===== config.mk =====
export PLATFORM = sky130hd
export DESIGN_NAME = mc6801_timer_flat
export DESIGN_NICKNAME = d
export VERILOG_FILES = /design/src/rtl/mc6801_timer_if.sv /design/src/rtl/mc6801_timer.sv /design/src/flat_wrapper.sv
export SDC_FILE = /design/constraint.sdc
export NUM_CORES = 1
export LEC_CHECK = 0
export ABC_AREA = 1
export CAP_MARGIN = 15
export CORE_ASPECT_RATIO = 1.4
export CORE_MARGIN = 5
export CORE_UTILIZATION = 45
export DETAILED_ROUTE_END_ITERATION = 6
export PLACE_DENSITY = 0.72
export SETUP_SLACK_MARGIN = 0.5
export SYNTH_ARGS = -nofsm -noshare
export SYNTH_HDL_FRONTEND = slang
export SYNTH_SLANG_ARGS = --single-unit

===== constraint.sdc =====
create_clock -name clk -period 6.65 [get_ports clk]
set_clock_uncertainty 0.15 [all_clocks]
set_input_delay 0.9975 -clock clk [delete_from_list [all_inputs] [get_ports clk]]
set_output_delay 0.9975 -clock clk [all_outputs]
set_load 0.05 [all_outputs]

===== src/rtl/mc6801_timer_if.sv =====
// rtl/mc6801_timer_if.sv - CPU-side bus bundle for the 6801 timer responder
interface mc6801_timer_if;
  logic [15:0] address;
  logic        vma;
  logic        rw;
  logic [7:0]  data_in;
  logic [7:0]  data_out;
  logic        sel;

  modport master (output address, vma, rw, data_in, input data_out, sel);
  modport slave  (input address, vma, rw, data_in, output data_out, sel);
endinterface


===== src/rtl/mc6801_timer.sv =====
// rtl/mc6801_timer.sv - 6801 programmable timer: free-running counter, output compare, input capture
module mc6801_timer #(
  parameter logic [15:0] BASE = 16'h0008
) (
  input  logic           clk,
  input  logic           rst,
  input  logic           ce,
  mc6801_timer_if.slave  bus,
  input  logic           tin,
  output logic           tout,
  output logic           irq
);

  // ctl bits: [4] EICI, [3] EOCI, [2] ETOI, [1] IEDG, [0] OLVL
  // arm bits: [2] ICF, [1] OCF, [0] TOF
  logic [15:0] cnt_q, cnt_d, ocr_q, ocr_d, icr_q, icr_d;
  logic [4:0]  ctl_q, ctl_d;
  logic        icf_q, icf_d, ocf_q, ocf_d, tof_q, tof_d;
  logic [7:0]  rbuf_q, rbuf_d;
  logic [2:0]  arm_q, arm_d;
  logic        pend_q, pend_d, cmp_en_q, cmp_en_d, tout_q, tout_d;
  logic [1:0]  sync_q;
  logic        last_q, last_d;

  logic [15:0] off;
  logic        acc, rd, wr;
  logic        rd_tcsr, rd_cnth, rd_icrh, rd_icrl;
  logic        wr_tcsr, wr_cnth, wr_ocrh, wr_ocrl;
  logic        tof_set, ocf_set, cap_edge, icf_set;
  logic        icf_clr, ocf_clr, tof_clr;

  assign off     = bus.address - BASE;
  assign bus.sel = bus.vma && (bus.address >= BASE) && (off <= 16'd6);
  assign acc     = ce & bus.sel;
  assign rd      = acc & bus.rw;
  assign wr      = acc & ~bus.rw;

  assign rd_tcsr = rd && off[2:0] == 3'd0;
  assign rd_cnth = rd && off[2:0] == 3'd1;
  assign rd_icrh = rd && off[2:0] == 3'd5;
  assign rd_icrl = rd && off[2:0] == 3'd6;
  assign wr_tcsr = wr && off[2:0] == 3'd0;
  assign wr_cnth = wr && off[2:0] == 3'd1;
  assign wr_ocrh = wr && off[2:0] == 3'd3;
  assign wr_ocrl = wr && off[2:0] == 3'd4;

  // Flag events; compare and capture both look at the pre-increment counter
  assign tof_set  = ce & ~wr_cnth & (cnt_q == 16'hFFFF);
  assign ocf_set  = ce & cmp_en_q & (cnt_q == ocr_q);
  assign cap_edge = ce & (ctl_q[1] ? (sync_q[1] & ~last_q) : (~sync_q[1] & last_q));
  assign icf_set  = cap_edge & ~pend_q;
  assign icf_clr  = rd_icrh & arm_q[2];
  assign ocf_clr  = (wr_ocrh | wr_ocrl) & arm_q[1];
  assign tof_clr  = rd_cnth & arm_q[0];

  assign tout = tout_q;
  assign irq  = (icf_q & ctl_q[4]) | (ocf_q & ctl_q[3]) | (tof_q & ctl_q[2]);

  // Zero-latency read mux over pre-edge register state
  always_comb begin
    bus.data_out = 8'h00;
    if (bus.sel && bus.rw) begin
      case (off[2:0])
        3'd0:    bus.data_out = {icf_q, ocf_q, tof_q, ctl_q};
        3'd1:    bus.data_out = cnt_q[15:8];
        3'd2:    bus.data_out = rbuf_q;
        3'd3:    bus.data_out = ocr_q[15:8];
        3'd4:    bus.data_out = ocr_q[7:0];
        3'd5:    bus.data_out = icr_q[15:8];
        3'd6:    bus.data_out = icr_q[7:0];
        default: bus.data_out = 8'h00;
      endcase
    end
  end

  // Next-state: counter, registers, flags with set-over-clear, arm bits and capture lock
  always_comb begin
    cnt_d    = cnt_q;
    ocr_d    = ocr_q;
    icr_d    = icr_q;
    ctl_d    = ctl_q;
    rbuf_d   = rbuf_q;
    pend_d   = pend_q;
    cmp_en_d = cmp_en_q;
    tout_d   = tout_q;
    last_d   = last_q;
    if (ce) begin
      last_d = sync_q[1];
      cnt_d  = wr_cnth ? 16'hFFF8 : cnt_q + 16'd1;
    end
    if (wr_tcsr) ctl_d = bus.data_in[4:0];
    if (wr_ocrh) begin
      ocr_d    = {bus.data_in, ocr_q[7:0]};
      cmp_en_d = 1'b0;
    end
    if (wr_ocrl) begin
      ocr_d    = {ocr_q[15:8], bus.data_in};
      cmp_en_d = 1'b1;
    end
    if (rd_cnth) rbuf_d = cnt_q[7:0];
    if (rd_icrh) pend_d = 1'b1;
    if (rd_icrl) pend_d = 1'b0;
    if (icf_set) icr_d = cnt_q;
    if (ocf_set) tout_d = ctl_q[0];

    icf_d = icf_set | (icf_q & ~icf_clr);
    ocf_d = ocf_set | (ocf_q & ~ocf_clr);
    tof_d = tof_set | (tof_q & ~tof_clr);
    arm_d = rd_tcsr ? (arm_q | {icf_q, ocf_q, tof_q})
                    : (arm_q & ~{icf_clr, ocf_clr, tof_clr});
  end

  // State registers; the tin synchronizer runs every clk, everything else moves only on ce
  always_ff @(posedge clk or posedge rst) begin
    if (rst) begin
      cnt_q    <= 16'h0000;
      ocr_q    <= 16'hFFFF;
      icr_q    <= 16'h0000;
      ctl_q    <= 5'd0;
      icf_q    <= 1'b0;
      ocf_q    <= 1'b0;
      tof_q    <= 1'b0;
      rbuf_q   <= 8'h00;
      arm_q    <= 3'd0;
      pend_q   <= 1'b0;
      cmp_en_q <= 1'b1;
      tout_q   <= 1'b0;
      sync_q   <= 2'd0;
      last_q   <= 1'b0;
    end else begin
      cnt_q    <= cnt_d;
      ocr_q    <= ocr_d;
      icr_q    <= icr_d;
      ctl_q    <= ctl_d;
      icf_q    <= icf_d;
      ocf_q    <= ocf_d;
      tof_q    <= tof_d;
      rbuf_q   <= rbuf_d;
      arm_q    <= arm_d;
      pend_q   <= pend_d;
      cmp_en_q <= cmp_en_d;
      tout_q   <= tout_d;
      sync_q   <= {sync_q[0], tin};
      last_q   <= last_d;
    end
  end

endmodule


===== src/flat_wrapper.sv =====
// flat-port wrapper written by rule: the top's interface ports become plain ports
module mc6801_timer_flat 
#(
  parameter logic [15:0] BASE = 16'h0008
)
  (clk, rst, ce, tin, tout, irq, bus_address, bus_vma, bus_rw, bus_data_in, bus_data_out, bus_sel);
  mc6801_timer_if bus_i ();
  input  logic clk;
  input  logic rst;
  input  logic ce;
  input  logic tin;
  output logic tout;
  output logic irq;
  input wire logic [$bits(bus_i.address)-1:0] bus_address;
  input wire logic [$bits(bus_i.vma)-1:0] bus_vma;
  input wire logic [$bits(bus_i.rw)-1:0] bus_rw;
  input wire logic [$bits(bus_i.data_in)-1:0] bus_data_in;
  output wire logic [$bits(bus_i.data_out)-1:0] bus_data_out;
  output wire logic [$bits(bus_i.sel)-1:0] bus_sel;
  assign bus_i.address = bus_address;
  assign bus_i.vma = bus_vma;
  assign bus_i.rw = bus_rw;
  assign bus_i.data_in = bus_data_in;
  assign bus_data_out = bus_i.data_out;
  assign bus_sel = bus_i.sel;
  mc6801_timer #(.BASE(BASE)) u_core (.clk(clk), .rst(rst), .ce(ce), .bus(bus_i), .tin(tin), .tout(tout), .irq(irq));
endmodule

# Yosys cells after proc, flatten, opt, wreduce, memory -nomap -nowiden
# Index checks and enable logic that the tools add are counted.
totals:
  romBits: 0
  ff_bits: 73
  mem_bits_rw: 0
  in_bits: 30
  latch_bits: 0
  mem_count: 0
  word_cells: 90
classes:
  order_cmp: 2
  div_mod_pow: 0
  reduce_logical: 15
  bitwise: 38
  shifts: 0
  mux: 10
  n_mul: 0
  n_eq_ne: 8
  add_sub_neg: 2
op_table:
  columns: ["cell", "n"]
  rows:
  - ["$pmux 8 s7", 1]
  - ["$and 1x1->1", 20]
  - ["$add 16x1->16 const B", 1]
  - ["$eq 16x16->1", 1]
  - ["$eq 16x16->1 const B", 1]
  - ["$ge 16x4->1 const B", 1]
  - ["$le 16x3->1 const B", 1]
  - ["$mux 16", 1]
  - ["$mux 8", 2]
  - ["$sub 16x4->16 const B", 1]
  - ["$logic_and 1x1->1", 11]
  - ["$eq 3x3->1 const B", 3]
  - ["$not 1->1", 9]
  - ["$eq 3x2->1 const B", 2]
  - ["$or 1x1->1", 6]
  - ["$mux 1", 5]
  - ["$reduce_bool 2->1", 2]
  - ["$and 3x3->3", 1]
  - ["$eq 3x1->1 const B", 1]
  - ["$logic_not 3->1", 1]
  - ["$mux 3", 1]
  - ["$not 3->3", 1]
  - ["$or 3x3->3", 1]
  - ["$reduce_and 2->1", 1]

# Logic depth before layout (Yosys ltp)
depth:
  depth_word: 11
  depth_mapped: 15

# Worst setup path after synthesis
# OpenSTA, ideal clock, no wires.
synth_timing:
  path_type: "input -> output"
  start: "in bus_address[3]"
  end: "out bus_data_out[0]"
  n_path_buf: 0
  slack_ns: 2.729
  cell_stages: 10
  required_time_ns: 5.503
  t_arrival_ns: 2.774
  cell_sequence: "inv_1 > ha_1 > nand2_1 > nand2_1 > nand2_1 > nor2_1 > nand2_1 > nor2_1 > nand4_2 > a41oi_1"
synth_between:
  elab_chain_cells: 5
synth_rtl:
  columns: ["element", "line_no", "source"]
  rows:
  - ["from (decl)", "flat_wrapper.sv:14", "input wire logic [$bits(bus_i.address)-1:0] bus_address;"]
  - ["$sub 16x4->16 or $ge 16x4->1 (tied branches)", "mc6801_timer.sv:32, mc6801_timer.sv:33", null]
  - ["$le 16x3->1 or $logic_and 1x1->1 (tied branches)", "mc6801_timer.sv:33", "assign bus.sel = bus.vma && (bus.address >= BASE) && (off <= 16'd6);"]
  - ["$logic_and 1x1->1 (*)", "mc6801_timer.sv:33", null]
  - ["$logic_and 1x1->1 (*)", "mc6801_timer.sv:62", "if (bus.sel && bus.rw) begin"]
  - ["$mux 8 (*)", "mc6801_timer.sv:62", null]
  - ["to (decl)", "flat_wrapper.sv:18", "output wire logic [$bits(bus_i.data_out)-1:0] bus_data_out;"]
# Every way passes the cells marked *; elsewhere a longest branch is shown, timed or not.

# Worst setup path in the final report
# Same ends and word-level chain as after synthesis.

==> results.sh <==
export IMPL_outcome="finished, final reports clean"
export IMPL_synth_top_area_cell="dfrtp_1"
export IMPL_r2r_start="u_core.cnt_q[0]"
export IMPL_drcViolationCount=0
export IMPL_drv_slew=0
export IMPL_pin_count=41
export IMPL_hold_viol_final=0
export IMPL_nNetsFinal=578
export IMPL_cp_start_kind="input pin"
export IMPL_synthesis_area_mm2=0.00397
export IMPL_ys_flop_type="dfrtp_1"
export IMPL_r2r_setup_slack_ps=4410
export IMPL_p_switching_uw=345
export IMPL_min_path_type="reg2reg"
export IMPL_path_cells="clkdlybuf4s50_1, inv_1, ha_1, nor2_1, o21ai_0, nor2_1, nand2_1, nor2_1, nand4_2, a41oi_1, clkdlybuf4s50_1"
export IMPL_path_clk_slew_ps=60
export IMPL_drt_iter0_drc=369
export IMPL_gp_congestion=0.969
export IMPL_seqPwrFrac_pct=42.5
export IMPL_vias_per_cell=5.74
export IMPL_power_leakage_uw=0.00232
export IMPL_rsz0062_at_grt="false"
export IMPL_hpwl_um=8700
export IMPL_relSlewSlack_pct=37.4
export IMPL_synth_top_area_share_pct=35.3
export IMPL_finalCriticalPeriod_ps=5080
export IMPL_portBuffers=40
export IMPL_ant_nets=0
export IMPL_antennaDiodeCount=0
export IMPL_wl_per_cell_um=18.2
export IMPL_layout_worst_path_cycle_share_pct=76.3
export IMPL_clock_latency_ps=340
export IMPL_p_comb_share_pct=14.6
export IMPL_yosysSeqAreaShare_pct=46.5
export IMPL_cap_violations=0
export IMPL_synthCells=503
export IMPL_start_util_pct=46.1
export IMPL_finalWirelength_um=11900
export IMPL_critical_path_required_ps=5500
export IMPL_grt_max_degree=74
export IMPL_ys_ff_latch=73
export IMPL_cts_resized=0
export IMPL_grt_pass1_vias=3742
export IMPL_synth_edf_count=0
export IMPL_final_util_pct=55.9
export IMPL_cp_data_arrival_time_ps=3930
export IMPL_via_count=3765
export IMPL_fmax_mhz=197
export IMPL_fill_cells=774
export IMPL_cp_end_kind="output pin"
export IMPL_dp_cells=639
export IMPL_fin_tns_setup_ps=0
export IMPL_grt_antenna_before_repair=0
export IMPL_cp_slowest_cell="clkdlybuf4s50_1"
export IMPL_cts_buffer_depth=2
export IMPL_cp_common_cell="nor2_1"
export IMPL_die_w_um=89.4
export IMPL_drtPass1Iterations=5
export IMPL_cts_tree="yes"
export IMPL_instances_no_fill=656
export IMPL_synth_warnings=0
export IMPL_ctsHoldBuffers=0
export IMPL_power_uw=1250
export IMPL_grt_total_usage_pct=23.7
export IMPL_slowest_delay_ps=860
export IMPL_hp_start="u_core.sync_q[0]"
export IMPL_worst_slew_pin_slew_ps=938
export IMPL_yosys_top_cells_area="dfrtp_1 35%, nand2_1 13%, dfstp_2 11%"
export IMPL_hold_depth=0
export IMPL_grt_remaining_overflow=0
export IMPL_dieArea_mm2=0.0108
export IMPL_p_int_uw=902
export IMPL_final_layout_size_suffix_gt1_share_pct=9.98
export IMPL_setup_viol=0
export IMPL_htreeDepth=3
export IMPL_clkPwrFrac_pct=42.9
export IMPL_cts_root_buffer="clkbuf_16"
export IMPL_worstRegToRegCells=10
export IMPL_area_delta_synth_final_pct=21.2
export IMPL_netSwitchingFraction_pct=27.7
export IMPL_r2r_end="u_core.cnt_q[14]"
export IMPL_ys_types=40
export IMPL_critPathKind="in2out"
export IMPL_syn_area_per_cell_um2=7.90
export IMPL_grt_pass1_wl_um=19200
export IMPL_cts_setup_buffers=0
export IMPL_clock_sinks=73
export IMPL_holdPathEnd="u_core.sync_q[1]"
export IMPL_coreArea_mm2=0.00861
export IMPL_die_y_um=121
export IMPL_synthArstFlopShare_pct=100
export IMPL_ir_worst_vdd_uv=133
export IMPL_cts_buffers=9
export IMPL_num_rows=40
export IMPL_p_per_area_mw_per_mm2=259
export IMPL_crit_fanout=9
export IMPL_syn_nets=535
## logic make-up (layout without fill, tap and decap cells)
logic type	count (synthesis)	after routing	synth area share, %
muxes	1	1	0.252
adders and majority gates	2	2	0.630
and+or+nand+nor	226	226	25.7
DFF	73	73	46.5
xor gates and xnor gates	12	12	2.65
buffers and inverters	80	128	8.00
AOI/OAI and AO/OA	109	109	16.3
## area by class of cell
cell class | instances | area [µm²] | area share [%]
flip-flops and latches | 73 | 1850 | 38.4
multi-input cells | 350 | 1810 | 37.5
repair buffers | 42 | 435 | 9.05
inverters | 70 | 263 | 5.46
clock buffers | 11 | 253 | 5.25
well taps | 105 | 131 | 2.73
clock inverters | 5 | 77.6 | 1.61
## metrics by stage
step                hold slack (ps)  area [µm²]  worst slack (ps)
floorplan                       181        3970              2730
global placement                185        4460              1670
detailed placement              188        4460              1580
CTS                             201        4790              1580
global route                    202        4810              1410
finish                          200        4810              1570
## power by group through the flow
stage,clock [µW],sequential (µW),combinational (µW)
3_5_place_dp,0,535,178
6_report,535,530,183
5_1_grt,561,535,207
4_1_cts,539,528,180
2_1_floorplan,0,522,119
3_3_place_gp,0,533,175
## routing by layer
metal / up-vias / share of wire, % / track usage, %
met3: 56 / 6.7 / 5.10
met5: - / 0 / 0
met1: 1787 / 38 / 28.1
li1: 1752 / - / -
met4: 0 / 6.0 / 14.2
met2: 170 / 50 / 38.2
## state kept, by name, summed over array words and instances, names as in the netlist
signal,cells
u_core.cnt_q,16
u_core.ctl_q,5
u_core.icf_q,1
u_core.tof_q,1
u_core.arm_q,3
u_core.cmp_en_q,1
u_core.tout,1
u_core.ocf_q,1
u_core.icr_q,16
u_core.pend_q,1
u_core.rbuf_q,8
u_core.ocr_q,16
u_core.last_q,1
u_core.sync_q,2
## worst max-delay path, delay by kind of cell
family / cells / cell delay [ps]
AOI/OAI and AO/OA: 2 / 460
adders and majority gates: 1 / 270
buffers and inverters: 3 / 1450
and+or+nand+nor: 5 / 750
## synthesized netlist by cell type (2+ instances only)
master / count
inv_2: 2
a41oi_1: 2
buf_2: 2
inv_1: 64
nor2_8: 2
nor2_1: 38
o2111ai_1: 2
o211ai_1: 6
a22oi_1: 3
ha_1: 2
xor2_1: 10
a221oi_1: 12
nor3_1: 6
nor2_4: 2
nor4_1: 3
nand4_1: 7
o22ai_1: 9
clkbuf_1: 5
nand3_1: 22
clkinv_1: 4
dfrtp_1: 56
o21ai_1: 27
nand2_2: 2
xnor2_1: 2
o21ai_0: 36
buf_6: 2
a21oi_1: 10
dfstp_2: 17
nand2_1: 133
nor2_2: 5
## how the worst max path moves through the flow
stage | start | to | slack, ps | cells past startpoint
after floorplan | bus_address[3] | bus_data_out[0] | 2730 | 10
after global placement | bus_address[3] | bus_data_out[0] | 1670 | 11
after detailed placement | bus_address[3] | bus_data_out[0] | 1580 | 11
after CTS | bus_address[3] | bus_data_out[0] | 1580 | 11
after global routing | bus_address[3] | bus_data_out[0] | 1410 | 12
final | bus_address[3] | bus_data_out[0] | 1570 | 11
## layout by cell type, fill, tap and decap left out, types with 10 or more instances in the layout
master / count
a221oi_1: 12
a21oi_1: 10
inv_1: 63
clkdlybuf4s50_1: 40
nand2_1: 133
dfrtp_1: 56
o21ai_0: 36
o21ai_1: 27
dfstp_2: 17
xor2_1: 10
nand3_1: 22
nor2_1: 38
(Power assumes the default switching activity.)
==> patch 1: new RTL, same flow settings <==
Register the output `irq`, cleared by the reset; this adds one clock of latency there. The other outputs are not delayed to match.
--- a/src/rtl/mc6801_timer.sv
+++ b/src/rtl/mc6801_timer.sv
@@ -56,3 +56,9 @@
   assign tout = tout_q;
-  assign irq  = (icf_q & ctl_q[4]) | (ocf_q & ctl_q[3]) | (tof_q & ctl_q[2]);
+  always_ff @(posedge clk or posedge rst) begin
+    if (rst) begin
+      irq <= '0;
+    end else begin
+      irq <= (icf_q & ctl_q[4]) | (ocf_q & ctl_q[3]) | (tof_q & ctl_q[2]);
+    end
+  end
 
Formal check against the unedited RTL: not equivalent (Yosys sat finds a counterexample within 4 cycles, from zero or initial values and one cycle with rst high).
==> patch 1 against the unedited design <==
  * Synthesized cell count up 0.20%
  * Critical path depth unchanged
  * Non-clock buffer count unchanged
  * Core utilization down 0.31 points
  * Highest routed layer unchanged
  * Area after synthesis up 0.63%
  * Sequential share of layout area up 0.51 points
  * Sequential cell count up 1
  * Total power down 2.2%
  * Final cell count up 0.15%
  * Routed wire length down 0.16%
  * Die area up 0.57%
  * Cell area about the same
  * Largest cell class unchanged
  * Critical path type unchanged
  * Worst setup slack better by 0.036 ns
==> patch 1: results (changes against the unedited design) <==
{
  "yosysSeqAreaShare": {"value": 46.9, "unit": "%", "change": "was 46.5%"},
  "min_path_type": {"value": "flip-flop to flip-flop", "change": "unchanged"},
  "syn-num-nets": {"value": 536, "change": "was 535"},
  "setup.worst_path.start": {"value": "bus_address[3]", "change": "unchanged"},
  "power.leakage": {"value": 0.00231, "unit": "µW", "change": "was 0.00232 µW"},
  "gr-usage-all-layers": {"value": 23.3, "unit": "%", "change": "was 23.7%"},
  "synth_top_cells_by_count": {"value": "nand2_1, inv_1, dfrtp_1", "change": "unchanged"},
  "detail_route.wl_per_cell": {"value": 18.1, "unit": "µm", "change": "was 18.2 µm"},
  "cts.path.max_buffers": {"value": 2, "change": "unchanged"},
  "timing.max_slew.rel_slack": {"value": 36.6, "unit": "%", "change": "was 37.4%"},
  "postCtsSetupRepairBufs": {"value": 0, "change": "unchanged"},
  "io_buffer_count": {"value": 40, "change": "unchanged"},
  "number_of_detailed_routing_iterations_run_before_antenna_repair": {"value": 7, "change": "was 5"},
  "critical_path.max_fanout": {"value": 9, "change": "unchanged"},
  "timing.hold.worst.start": {"value": "u_core.sync_q[0]", "change": "unchanged"},
  "ratio_of_cells_with_drive_above_1_in_the_final_layout": {"value": 9.78, "unit": "%", "change": "was 9.98%"},
  "arrival": {"value": 3.89, "unit": "ns", "change": "was 3.93 ns"},
  "htree_levels": {"value": 3, "change": "unchanged"},
  "peakVddDrop": {"value": 0.163, "unit": "mV", "change": "was 0.133 mV"},
  "cp-endpoint": {"value": "bus_data_out[0]", "change": "unchanged"},
  "worst_r2r_endpoint": {"value": "u_core.cnt_q[14]", "change": "unchanged"},
  "global_route_wire_length_before_repair": {"value": 18900, "unit": "µm", "change": "was 19200 µm"},
  "outcome": {"value": "finished clean", "change": "unchanged"},
  "min_delay_worst_endpoint": {"value": "u_core.sync_q[1]", "change": "unchanged"},
  "ys_top_cells_by_area": {"value": "dfrtp_1, nand2_1, dfstp_2", "change": "unchanged"},
  "postSynth.asyncResetShare": {"value": 100, "unit": "%", "change": "unchanged"},
  "via_count": {"value": 3723, "change": "was 3765"},
  "clock_latency": {"value": 0.35, "unit": "ns"},
  "gpl.final_weighted_congestion": {"value": 0.959, "change": "was 0.969"},
  "critPathKind": {"value": "input pin to output port", "change": "unchanged"},
  "sw_frac_of_total": {"value": 28.6, "unit": "%", "change": "was 27.7%"},
  "grt_antenna_before_repair": {"value": 0, "change": "unchanged"},
  "grt_start_max_net_pins": {"value": 75, "change": "was 74"},
  "r2r_setup_slk": {"value": 4.45, "unit": "ns", "change": "was 4.41 ns"},
  "hold-path-cell-count": {"value": 0, "change": "unchanged"},
  "dp_hpwl": {"value": 8620, "unit": "µm", "change": "was 8700 µm"},
  "final_nets": {"value": 579, "change": "was 578"},
  "num_antenna_cells": {"value": 0, "change": "unchanged"},
  "holdBufCountCts": {"value": 0, "change": "unchanged"},
  "drt-initial-drc-count": {"value": 388, "change": "was 369"}
}
## patch 1: stage by stage
step	hold WS, ns	worst slack [ns]	std cells	cell area [µm²]
final	0.204	1.61	657	4810
after global routing	0.226	1.40	657	4810
after CTS	0.207	1.61	656	4790
after detailed placement	0.193	1.61	640	4480
after global placement	0.185	1.68	640	4480
after floorplan	0.181	2.73	504	4000
## patch 1: power by group through the flow
stage	clock, µW	sequential (µW)	combinational [µW]
6_report	501	535	184
5_1_grt	521	539	207
4_1_cts	504	534	181
3_5_place_dp	0	541	178
3_3_place_gp	0	539	174
2_1_floorplan	0	529	119
## patch 1: cell families (layout without fill, tap and decap cells)
logic type | Yosys count | count (layout) | synth area share [%]
compound gates | 109 | 109 | 16.2
xor+xnor | 12 | 12 | 2.63
fa+ha+maj | 2 | 2 | 0.626
buf+inv | 80 | 128 | 7.95
flops | 74 | 74 | 46.9
mux | 1 | 1 | 0.250
simple gates | 226 | 226 | 25.5
## patch 1: layout make-up
type / count / area, µm²
repair buffers: 42 / 435
clock buffers: 12 / 256
clock inverters: 4 / 50.0
well taps: 105 / 131
inverters: 70 / 263
flip-flops and latches: 74 / 1870
fillers: 805 / 3840
multi-input cells: 350 / 1810
## patch 1: critical path, stage by stage
cell	delay, ns
clkdlybuf4s50_1	0.53
inv_1	0.06
ha_1	0.26
nor2_1	0.14
o21ai_0	0.10
nor2_1	0.10
nand2_1	0.06
nor2_1	0.12
nand4_2	0.32
a41oi_1	0.33
clkdlybuf4s50_1	0.85
## patch 1: layer usage
layer	vias up	track usage, %	wire (µm)
met5	-	0	0
met4	0	13.8	598
met3	39	3.94	703
met2	154	38.4	5960
met1	1770	27.8	4640
li1	1760	-	-
==> patch 2: new RTL, same flow settings <==
Without the edit above. Reset style: synchronous (`rst`), changed in one clocked block.
--- a/src/rtl/mc6801_timer.sv
+++ b/src/rtl/mc6801_timer.sv
@@ -113,3 +113,3 @@
   // State registers; the tin synchronizer runs every clk, everything else moves only on ce
-  always_ff @(posedge clk or posedge rst) begin
+  always_ff @(posedge clk) begin
     if (rst) begin
Behaviour: differs if rst is asserted again (counterexample within 4 cycles, from zero or initial values and one cycle with rst high); with rst held inactive, the same outputs for 4 cycles.
==> patch 2 against the unedited design <==
  * Routed wire length down 12%
  * Cell area decreased by 11%
  * Register-to-register slack about the same
  * Worst setup slack improved by 0.15 ns
  * Sequential cell count stayed put
  * First-iteration DRC count is 9.8% lower
  * Area after synthesis down 8.9%
  * Critical path type unchanged
Power is not compared: it rests on default switching activity, and its combinational part moved more than twofold at a synthesized area within 25%.
==> patch 2: results (changes against the unedited design) <==
{
  "detail_route.wl_per_cell": {"value": 16.6, "unit": "µm", "change": "was 18.2 µm"},
  "critical_path.max_fanout": {"value": 8, "change": "was 9"},
  "yosysSeqAreaShare": {"value": 40.4, "unit": "%", "change": "was 46.5%"},
  "clock_latency": {"value": 0.36, "unit": "ns", "change": "was 0.34 ns"},
  "ratio_of_cells_with_drive_above_1_in_the_final_layout": {"value": 6.17, "unit": "%", "change": "was 9.98%"},
  "worst_max_slew_pin_slew": {"value": 1.09, "unit": "ns", "change": "was 0.938 ns"},
  "xor_xnor_share_of_the_synthesized_area": {"value": 3.63, "unit": "%", "change": "was 2.65%"},
  "outcome": {"value": "finished clean", "change": "unchanged"},
  "routed-wl-met3": {"value": 728, "unit": "µm", "change": "was 797 µm"},
  "dp_hpwl": {"value": 7630, "unit": "µm", "change": "was 8700 µm"},
  "vias_per_cell": {"value": 5.53, "change": "was 5.74"},
  "placed_cell_area": {"value": 4060, "unit": "µm²", "change": "was 4460 µm²"},
  "synth_compound_area_share": {"value": 23.6, "unit": "%", "change": "was 16.3%"},
  "ys.flop_type": {"value": "dfxtp_1", "change": "was dfrtp_1"},
  "syn-num-nets": {"value": 527, "change": "was 535"},
  "root_buffer": {"value": "clkbuf_8", "change": "was clkbuf_16"},
  "final_nets": {"value": 562, "change": "was 578"},
  "synth_mux_area_share": {"value": 0, "unit": "%", "change": "was 0.252%"},
  "route.layer.met1.wl": {"value": 4340, "unit": "µm", "change": "was 4510 µm"},
  "grt_start_max_net_pins": {"value": 45, "change": "was 74"},
  "synth_top_cells_by_count": {"value": "nand2_1, inv_1, dfxtp_1", "change": "was nand2_1, inv_1, dfrtp_1"},
  "ys_types": {"value": 36, "change": "was 40"},
  "via_count_of_the_first_global_routing_pass": {"value": 3478, "change": "was 3742"},
  "drt-initial-drc-count": {"value": 333, "change": "was 369"},
  "gr-usage-all-layers": {"value": 22.6, "unit": "%", "change": "was 23.7%"}
}
-- patch 2: stage by stage --
stage          instances  worst slack, ns
6_report             635             1.72
4_1_cts              634             1.72
5_1_grt              635             1.54
3_3_place_gp         618             1.84
2_1_floorplan        495             2.22
3_5_place_dp         618             1.74
-- patch 2: layout make-up --
class	instances	area [µm²]
clock buffer	14	173
clock inverter	2	35.0
fill	775	3500
inverter	80	300
multi-input combinational	324	1770
sequential	73	1460
tap	100	125
timing repair buffer	42	435
-- patch 2: path summary, 6_finish.rpt --
kind	start	cells past startpoint	endpoint	slack (ns)
min reg2reg	u_core.sync_q[0]	2	u_core.sync_q[1]	0.26
max	bus_address[3]	10	bus_data_out[1]	1.72
min	u_core.sync_q[0]	2	u_core.sync_q[1]	0.26
max reg2reg	u_core.ctl_q[1]	5	u_core.icr_q[5]	4.42
-- patch 2: routing by layer --
layer	up-vias	global-route usage (%)
met2	134	37.3
met4	0	14.8
met5	-	0
met3	36	5.01
li1	1728	-
met1	1611	26.4
-- patch 2: worst max-delay path: stages --
cell and delay [ns]:
clkdlybuf4s50_1 0.49, inv_1 0.06, ha_1 0.27, nand2_1 0.05
nor2_1 0.10, nand3_1 0.15, nor2_2 0.22, nand2_1 0.30
a31oi_1 0.29, clkdlybuf4s50_1 0.84
-- patch 2: power by group --
part | internal, µW | leakage, µW | switching, µW
logic | 28.8 | 0.00102 | 39.1
clock network | 204 | 0.000107 | 161
registers | 443 | 0.000591 | 3.74
total | 676 | 0.00172 | 204
